`src/rtl/switch_scan_debouncer.sv`:
```
// Multi-switch debouncer: one shared prescaler tick starts a round-robin scan that
// visits one switch per clk, updating its stability counter and debounced level.
module switch_scan_debouncer #(
    parameter int N_SW       = 4,
    parameter int TICK_DIV   = 50000,
    parameter int STABLE_CNT = 4
) (
    input  logic            clk,
    input  logic            rst,
    input  logic [N_SW-1:0] sw,
    output logic [N_SW-1:0] db_level,
    output logic [N_SW-1:0] db_rise,
    output logic [N_SW-1:0] db_fall,
    output logic            sample_tick
);

    localparam int IDX_W = (N_SW > 1) ? $clog2(N_SW) : 1;
    localparam int CNT_W = $clog2(STABLE_CNT);
    localparam int DIV_W = $clog2(TICK_DIV);

    localparam logic [DIV_W-1:0] DIV_LAST = DIV_W'(TICK_DIV - 1);
    localparam logic [IDX_W-1:0] IDX_LAST = IDX_W'(N_SW - 1);
    localparam logic [CNT_W-1:0] CNT_MAX  = CNT_W'(STABLE_CNT - 1);

    // A scan must finish before the next tick can arrive.
    if (TICK_DIV < 2 * N_SW) begin : g_bad_tick_div
        $error("TICK_DIV must be >= 2*N_SW");
    end
    if (N_SW < 1 || N_SW > 16) begin : g_bad_n_sw
        $error("N_SW must be in 1..16");
    end
    if (STABLE_CNT < 2 || STABLE_CNT > 255) begin : g_bad_stable_cnt
        $error("STABLE_CNT must be in 2..255");
    end

    typedef enum logic [0:0] {
        IDLE = 1'b0,
        SCAN = 1'b1
    } state_t;

    logic [N_SW-1:0]            sync1_r;
    logic [N_SW-1:0]            sw_s;
    logic [DIV_W-1:0]           presc_r;
    logic                       sample_tick_r;
    state_t                     state_r;
    state_t                     state_nxt_s;
    logic [IDX_W-1:0]           idx_r;
    logic [IDX_W-1:0]           idx_nxt_s;
    logic                       scan_en_s;
    logic [N_SW-1:0][CNT_W-1:0] cnt_r;
    logic [N_SW-1:0]            db_level_r;
    logic [N_SW-1:0]            db_rise_r;
    logic [N_SW-1:0]            db_fall_r;
    logic                       cur_sw_s;
    logic                       cur_lvl_s;
    logic [CNT_W-1:0]           cur_cnt_s;
    logic [CNT_W-1:0]           cnt_nxt_s;
    logic                       flip_s;

    // Two-flop synchronizer for the raw switch levels.
    always_ff @(posedge clk) begin
        if (rst) begin
            sync1_r <= '0;
            sw_s    <= '0;
        end else begin
            sync1_r <= sw;
            sw_s    <= sync1_r;
        end
    end

    // Prescaler; the tick is registered so it lands one cycle after the wrap count.
    always_ff @(posedge clk) begin
        if (rst) begin
            presc_r       <= '0;
            sample_tick_r <= 1'b0;
        end else begin
            sample_tick_r <= (presc_r == DIV_LAST);
            presc_r       <= (presc_r == DIV_LAST) ? '0 : presc_r + DIV_W'(1);
        end
    end

    // FSM state and scan index register.
    always_ff @(posedge clk) begin
        if (rst) begin
            state_r <= IDLE;
            idx_r   <= '0;
        end else begin
            state_r <= state_nxt_s;
            idx_r   <= idx_nxt_s;
        end
    end

    // FSM next-state: a tick starts a scan that walks idx 0..N_SW-1.
    always_comb begin
        state_nxt_s = IDLE;
        idx_nxt_s   = '0;
        case (state_r)
            IDLE: begin
                if (sample_tick_r) begin
                    state_nxt_s = SCAN;
                    idx_nxt_s   = '0;
                end else begin
                    state_nxt_s = IDLE;
                    idx_nxt_s   = '0;
                end
            end
            SCAN: begin
                if (idx_r == IDX_LAST) begin
                    state_nxt_s = IDLE;
                    idx_nxt_s   = '0;
                end else begin
                    state_nxt_s = SCAN;
                    idx_nxt_s   = idx_r + IDX_W'(1);
                end
            end
            default: begin
                state_nxt_s = IDLE;
                idx_nxt_s   = '0;
            end
        endcase
    end

    // FSM outputs.
    always_comb begin
        scan_en_s = 1'b0;
        case (state_r)
            IDLE:    scan_en_s = 1'b0;
            SCAN:    scan_en_s = 1'b1;
            default: scan_en_s = 1'b0;
        endcase
    end

    // Stability decision for the switch in the current slot.
    always_comb begin
        cur_sw_s  = sw_s[idx_r];
        cur_lvl_s = db_level_r[idx_r];
        cur_cnt_s = cnt_r[idx_r];
        flip_s    = 1'b0;
        cnt_nxt_s = '0;
        if (cur_sw_s == cur_lvl_s) begin
            flip_s    = 1'b0;
            cnt_nxt_s = '0;
        end else if (cur_cnt_s == CNT_MAX) begin
            flip_s    = 1'b1;
            cnt_nxt_s = '0;
        end else begin
            flip_s    = 1'b0;
            cnt_nxt_s = cur_cnt_s + CNT_W'(1);
        end
    end

    // Per-switch counters, debounced levels and the single-cycle edge pulses.
    always_ff @(posedge clk) begin
        if (rst) begin
            cnt_r      <= '0;
            db_level_r <= '0;
            db_rise_r  <= '0;
            db_fall_r  <= '0;
        end else begin
            db_rise_r <= '0;
            db_fall_r <= '0;
            if (scan_en_s) begin
                cnt_r[idx_r] <= cnt_nxt_s;
                if (flip_s) begin
                    db_level_r[idx_r] <= ~cur_lvl_s;
                    db_rise_r[idx_r]  <= ~cur_lvl_s;
                    db_fall_r[idx_r]  <= cur_lvl_s;
                end
            end
        end
    end

    assign db_level    = db_level_r;
    assign db_rise     = db_rise_r;
    assign db_fall     = db_fall_r;
    assign sample_tick = sample_tick_r;

endmodule

```
`config.mk`:
```
export PLATFORM = sky130hd
export DESIGN_NAME = switch_scan_debouncer
export DESIGN_NICKNAME = d
export VERILOG_FILES = /design/src/rtl/switch_scan_debouncer.sv
export SDC_FILE = /design/constraint.sdc
export NUM_CORES = 1
export LEC_CHECK = 0
export CORE_ASPECT_RATIO = 1.1
export CORE_MARGIN = 3
export CORE_UTILIZATION = 30
export CTS_BUF_LIST = sky130_fd_sc_hd__clkbuf_8
export CTS_CLUSTER_SIZE = 16
export DETAILED_ROUTE_END_ITERATION = 7
export GPL_ROUTABILITY_DRIVEN = 0
export HOLD_SLACK_MARGIN = 0.08
export SYNTH_ARGS = -nofsm -noshare
export SYNTH_HDL_FRONTEND = slang
export SYNTH_SLANG_ARGS = --single-unit
```
`constraint.sdc`:
```
create_clock -name clk -period 6.2 [get_ports clk]
set_input_delay 1.24 -clock clk [delete_from_list [all_inputs] [get_ports clk]]
set_output_delay 1.24 -clock clk [all_outputs]
set_load 0.02 [all_outputs]
```
==> results.toml <==
[run_status]
run_status = "completed"

[critical_path]
crit_path_end_kind = "register"
r2r_start = "idx_r[0]$_SDFF_PP0_"
crit_path_start = "rst"
reg2regPathDepth = 4
cp_cell_sequence = "clkdlybuf4s50_1, a41o_1, nor2_1"
worstSetupPathType = "input pin to register"
critPathCapture = "presc_r[7]$_SDFF_PP0_"
crit_arrival_ns = 2.72
cp_slowest_cell = "clkdlybuf4s50_1"
cp_num_cells = 3
cp_num_buf_inv = 1
slowest_delay_ns = 0.84
r2r_end = "cnt_r[2]$_SDFFE_PP0P_"
cp.required_ns = 6.37
worst_setup_path_start_kind = "input pin"
crit_family = "buffers and inverters"
r2r_setup_slack_ns = 4.01
crit_fanout = 17

[finish]
fin_util = 0.374
synthToLayoutAreaGrowth_pct = 17.4
num_antenna_cells = 0
drive_above_1_share = 0.0613
stdcell_area_mm2 = 0.00221
nNetsFinal = 223
fillers = 579

[power_and_ir_drop]
leakage_nw = 0.721
clock_power_share = 0.366
seqPwrFrac = 0.608
powerDensity_mw_per_mm2 = 233
max-vdd-ir-drop_v = 0.0000775
p_int_mw = 0.408
switching_share = 0.212
switchingPower_mw = 0.109
p_comb_frac = 0.026

[clocking]
clk_pin_slew_worst_paths_ns = 0.09
tritoncts = "yes"
cts_hold_buf = 0
post-cts-setup-buffers = 0
clk_latency_ns = 0.30
h-tree-depth = 2
ctsResizeCount = 0
clk_path_buf_depth = 2
cts.sinks = 48
cts-buffers-inserted = 5
cts-root-buf = "clkbuf_8"

[sta]
setup_violations = 0
fin_tns_setup_ns = 0
hold_viol_final = 0
max-slew-margin-rel = 0.608
rsz0062_at_grt = "no"
worst_pin_slew_ns = 0.586
slew_violations = 0
whs_ns = 0.444
fin_crit_sh = 0.411
fin_worst_skew_ns = 0.00537
fmaxAchievable_mhz = 392
period_minus_slack_ns = 2.55

[die]
placementRows = 29
core_area_mm2 = 0.00591
start_util = 0.319
die_x_um = 81.6
pin_count = 19
fp.dieArea_mm2 = 0.00728
die_h_um = 89.2

[detailed_routing]
drt-total-wl_um = 3550
avgRoutedWirePerCell_um = 12.3
drtPass1Iterations = 4
drt_iter0_drc = 110
postRouteAntennaNets = 0
vias_per_cell = 4.85
vias = 1401
drc = 0

[global_route]
grt_pass1_vias = 1348
grt_pass1_wl_um = 6200
gr-total-overflow = 0
antenna_found_initial = 0
track_usage = 0.112
grt_max_degree = 18

[worst_hold_path]
hp-class = "register to register"

[logic_synthesis]
synth.distinct_cells = 31
synth_top_area_share = 0.509
ys_seq_area_frac = 0.509
synth_area_leader_cell = "dfxtp_1"
syn_nets = 205
synth_warnings = 0
syn_area_mm2 = 0.00189
ys_top_cells_by_area = "dfxtp_1 51%, nor2_1 5.2%, xnor2_1 4.6%"
netlist_instances = 193
ys_ff_latch = 48
syn_area_per_cell_um2 = 9.78

[placement]
place_area_mm2 = 0.00212
dp.final_hpwl_um = 2400
port_buffers = 18

[job]
maxCapViolCount = 0
[cells in the final DEF (no fill, tap or decap)]
cell type         n
a31oi_1           4
ha_1              6
nor4_1            5
a21oi_1           2
nor3_1           11
clkdlybuf4s50_1  18
a41o_1            1
nand2_1           9
or3b_1            1
and4_1            1
nand3_1          12
nor3b_1           1
dfxtp_1          48
and3_1            1
mux4_1            1
or4_1             1
o31ai_1           1
mux4_2            3
o21ai_0           8
xnor2_1          10
or4_4             1
nor2_1           26
nor4bb_1          1
nor2b_1          10
nand2b_1          2
clkinv_2          2
o21ai_1           4
clkbuf_8          6
or3_4             1
xor2_1            4
nand4_1           6
inv_1             5
[stage by stage]
| stage | cells | setup slack (ns) | power (mW) |
|---|---|---|---|
| floorplan | 193 | 4.23 | 0.330 |
| global placement | 281 | 3.33 | 0.335 |
| detailed placement | 281 | 3.30 | 0.336 |
| CTS | 289 | 3.62 | 0.524 |
| global route | 289 | 3.48 | 0.539 |
| finish | 289 | 3.65 | 0.517 |
[power by group through the flow]
stage | logic, mW | registers [mW] | clock network (mW)
after floorplan | 0.00920 | 0.321 | 0
after global placement | 0.0139 | 0.321 | 0
after detailed placement | 0.0138 | 0.322 | 0
after CTS | 0.0139 | 0.314 | 0.195
after global routing | 0.0154 | 0.315 | 0.209
final | 0.0136 | 0.314 | 0.189
[registers in the layout, indices dropped and copies added, names as in the netlist]
name         flops
cnt_r            8
db_fall          4
sw_s             4
db_rise          4
sync1_r          4
state_r          1
presc_r         16
idx_r            2
sample_tick      1
db_level         4
[routing by layer]
layer | wire length, um | part of all wire | vias up | GRT usage
met5 | 0 | 0 | - | 0
met4 | 85 | 0.024 | 0 | 0.0544
met2 | 1650 | 0.47 | 38 | 0.176
li1 | - | - | 711 | -
met1 | 1600 | 0.45 | 645 | 0.136
met3 | 207 | 0.058 | 7 | 0.0383
[final cells by class]
type                    instances  area (um2)  share of cell area
clock buffers                   6        82.6              0.0373
clock inverters                 2        10.0             0.00452
inverters                       5        18.8             0.00847
multi-input cells             133         866               0.391
flip-flops and latches         48         961               0.434
well taps                      77        96.3              0.0435
repair buffers                 18         180              0.0814
[worst reg2reg max path, stage by stage (launching register included)]
cell and delay [ns]:
dfxtp_1 0.58, mux4_1 0.61, ha_1 0.22, or4_4 0.56, o21ai_1 0.15
[cell families (layout without fill, tap and decap cells)]
family | after synthesis | count (layout) | synth area share
AND/OR/NAND/NOR | 89 | 89 | 0.245
flip-flops | 48 | 48 | 0.509
AO/OA/AOI/OAI | 20 | 20 | 0.0597
XOR/XNOR | 14 | 14 | 0.0650
buffers and inverters | 12 | 31 | 0.0318
adder cells (fa/ha/maj) | 6 | 6 | 0.0398
multiplexers | 4 | 4 | 0.0497
[synth_stat cells, drive strengths merged]
cell type,instances
nor3,11
buf,2
nor3b,1
xor2,4
nor4bb,1
ha,6
nor4,5
nand3,12
mux4,4
nor2b,10
o31ai,1
nand2b,2
a41o,1
or3,1
clkbuf,5
and4,1
or3b,1
inv,5
and3,1
a21oi,2
nor2,26
o21ai,12
dfxtp,48
or4,2
a31oi,4
nand2,9
nand4,6
xnor2,10
[how the worst min path moves through the flow]
| stage | start | to | slack (ns) | depth (start not counted) |
|---|---|---|---|---|
| detailed placement | sync1_r[0]$_SDFF_PP0_ | sw_s[0]$_SDFF_PP0_ | 0.43 | 1 |
| finish | sync1_r[2]$_SDFF_PP0_ | sw_s[2]$_SDFF_PP0_ | 0.44 | 1 |
| CTS | sync1_r[0]$_SDFF_PP0_ | sw_s[0]$_SDFF_PP0_ | 0.45 | 1 |
| global placement | sync1_r[2]$_SDFF_PP0_ | sw_s[2]$_SDFF_PP0_ | 0.42 | 1 |
| global route | sync1_r[1]$_SDFF_PP0_ | sw_s[1]$_SDFF_PP0_ | 0.46 | 1 |
| floorplan | sync1_r[0]$_SDFF_PP0_ | sw_s[0]$_SDFF_PP0_ | 0.41 | 1 |
(Power assumes the default switching activity.)
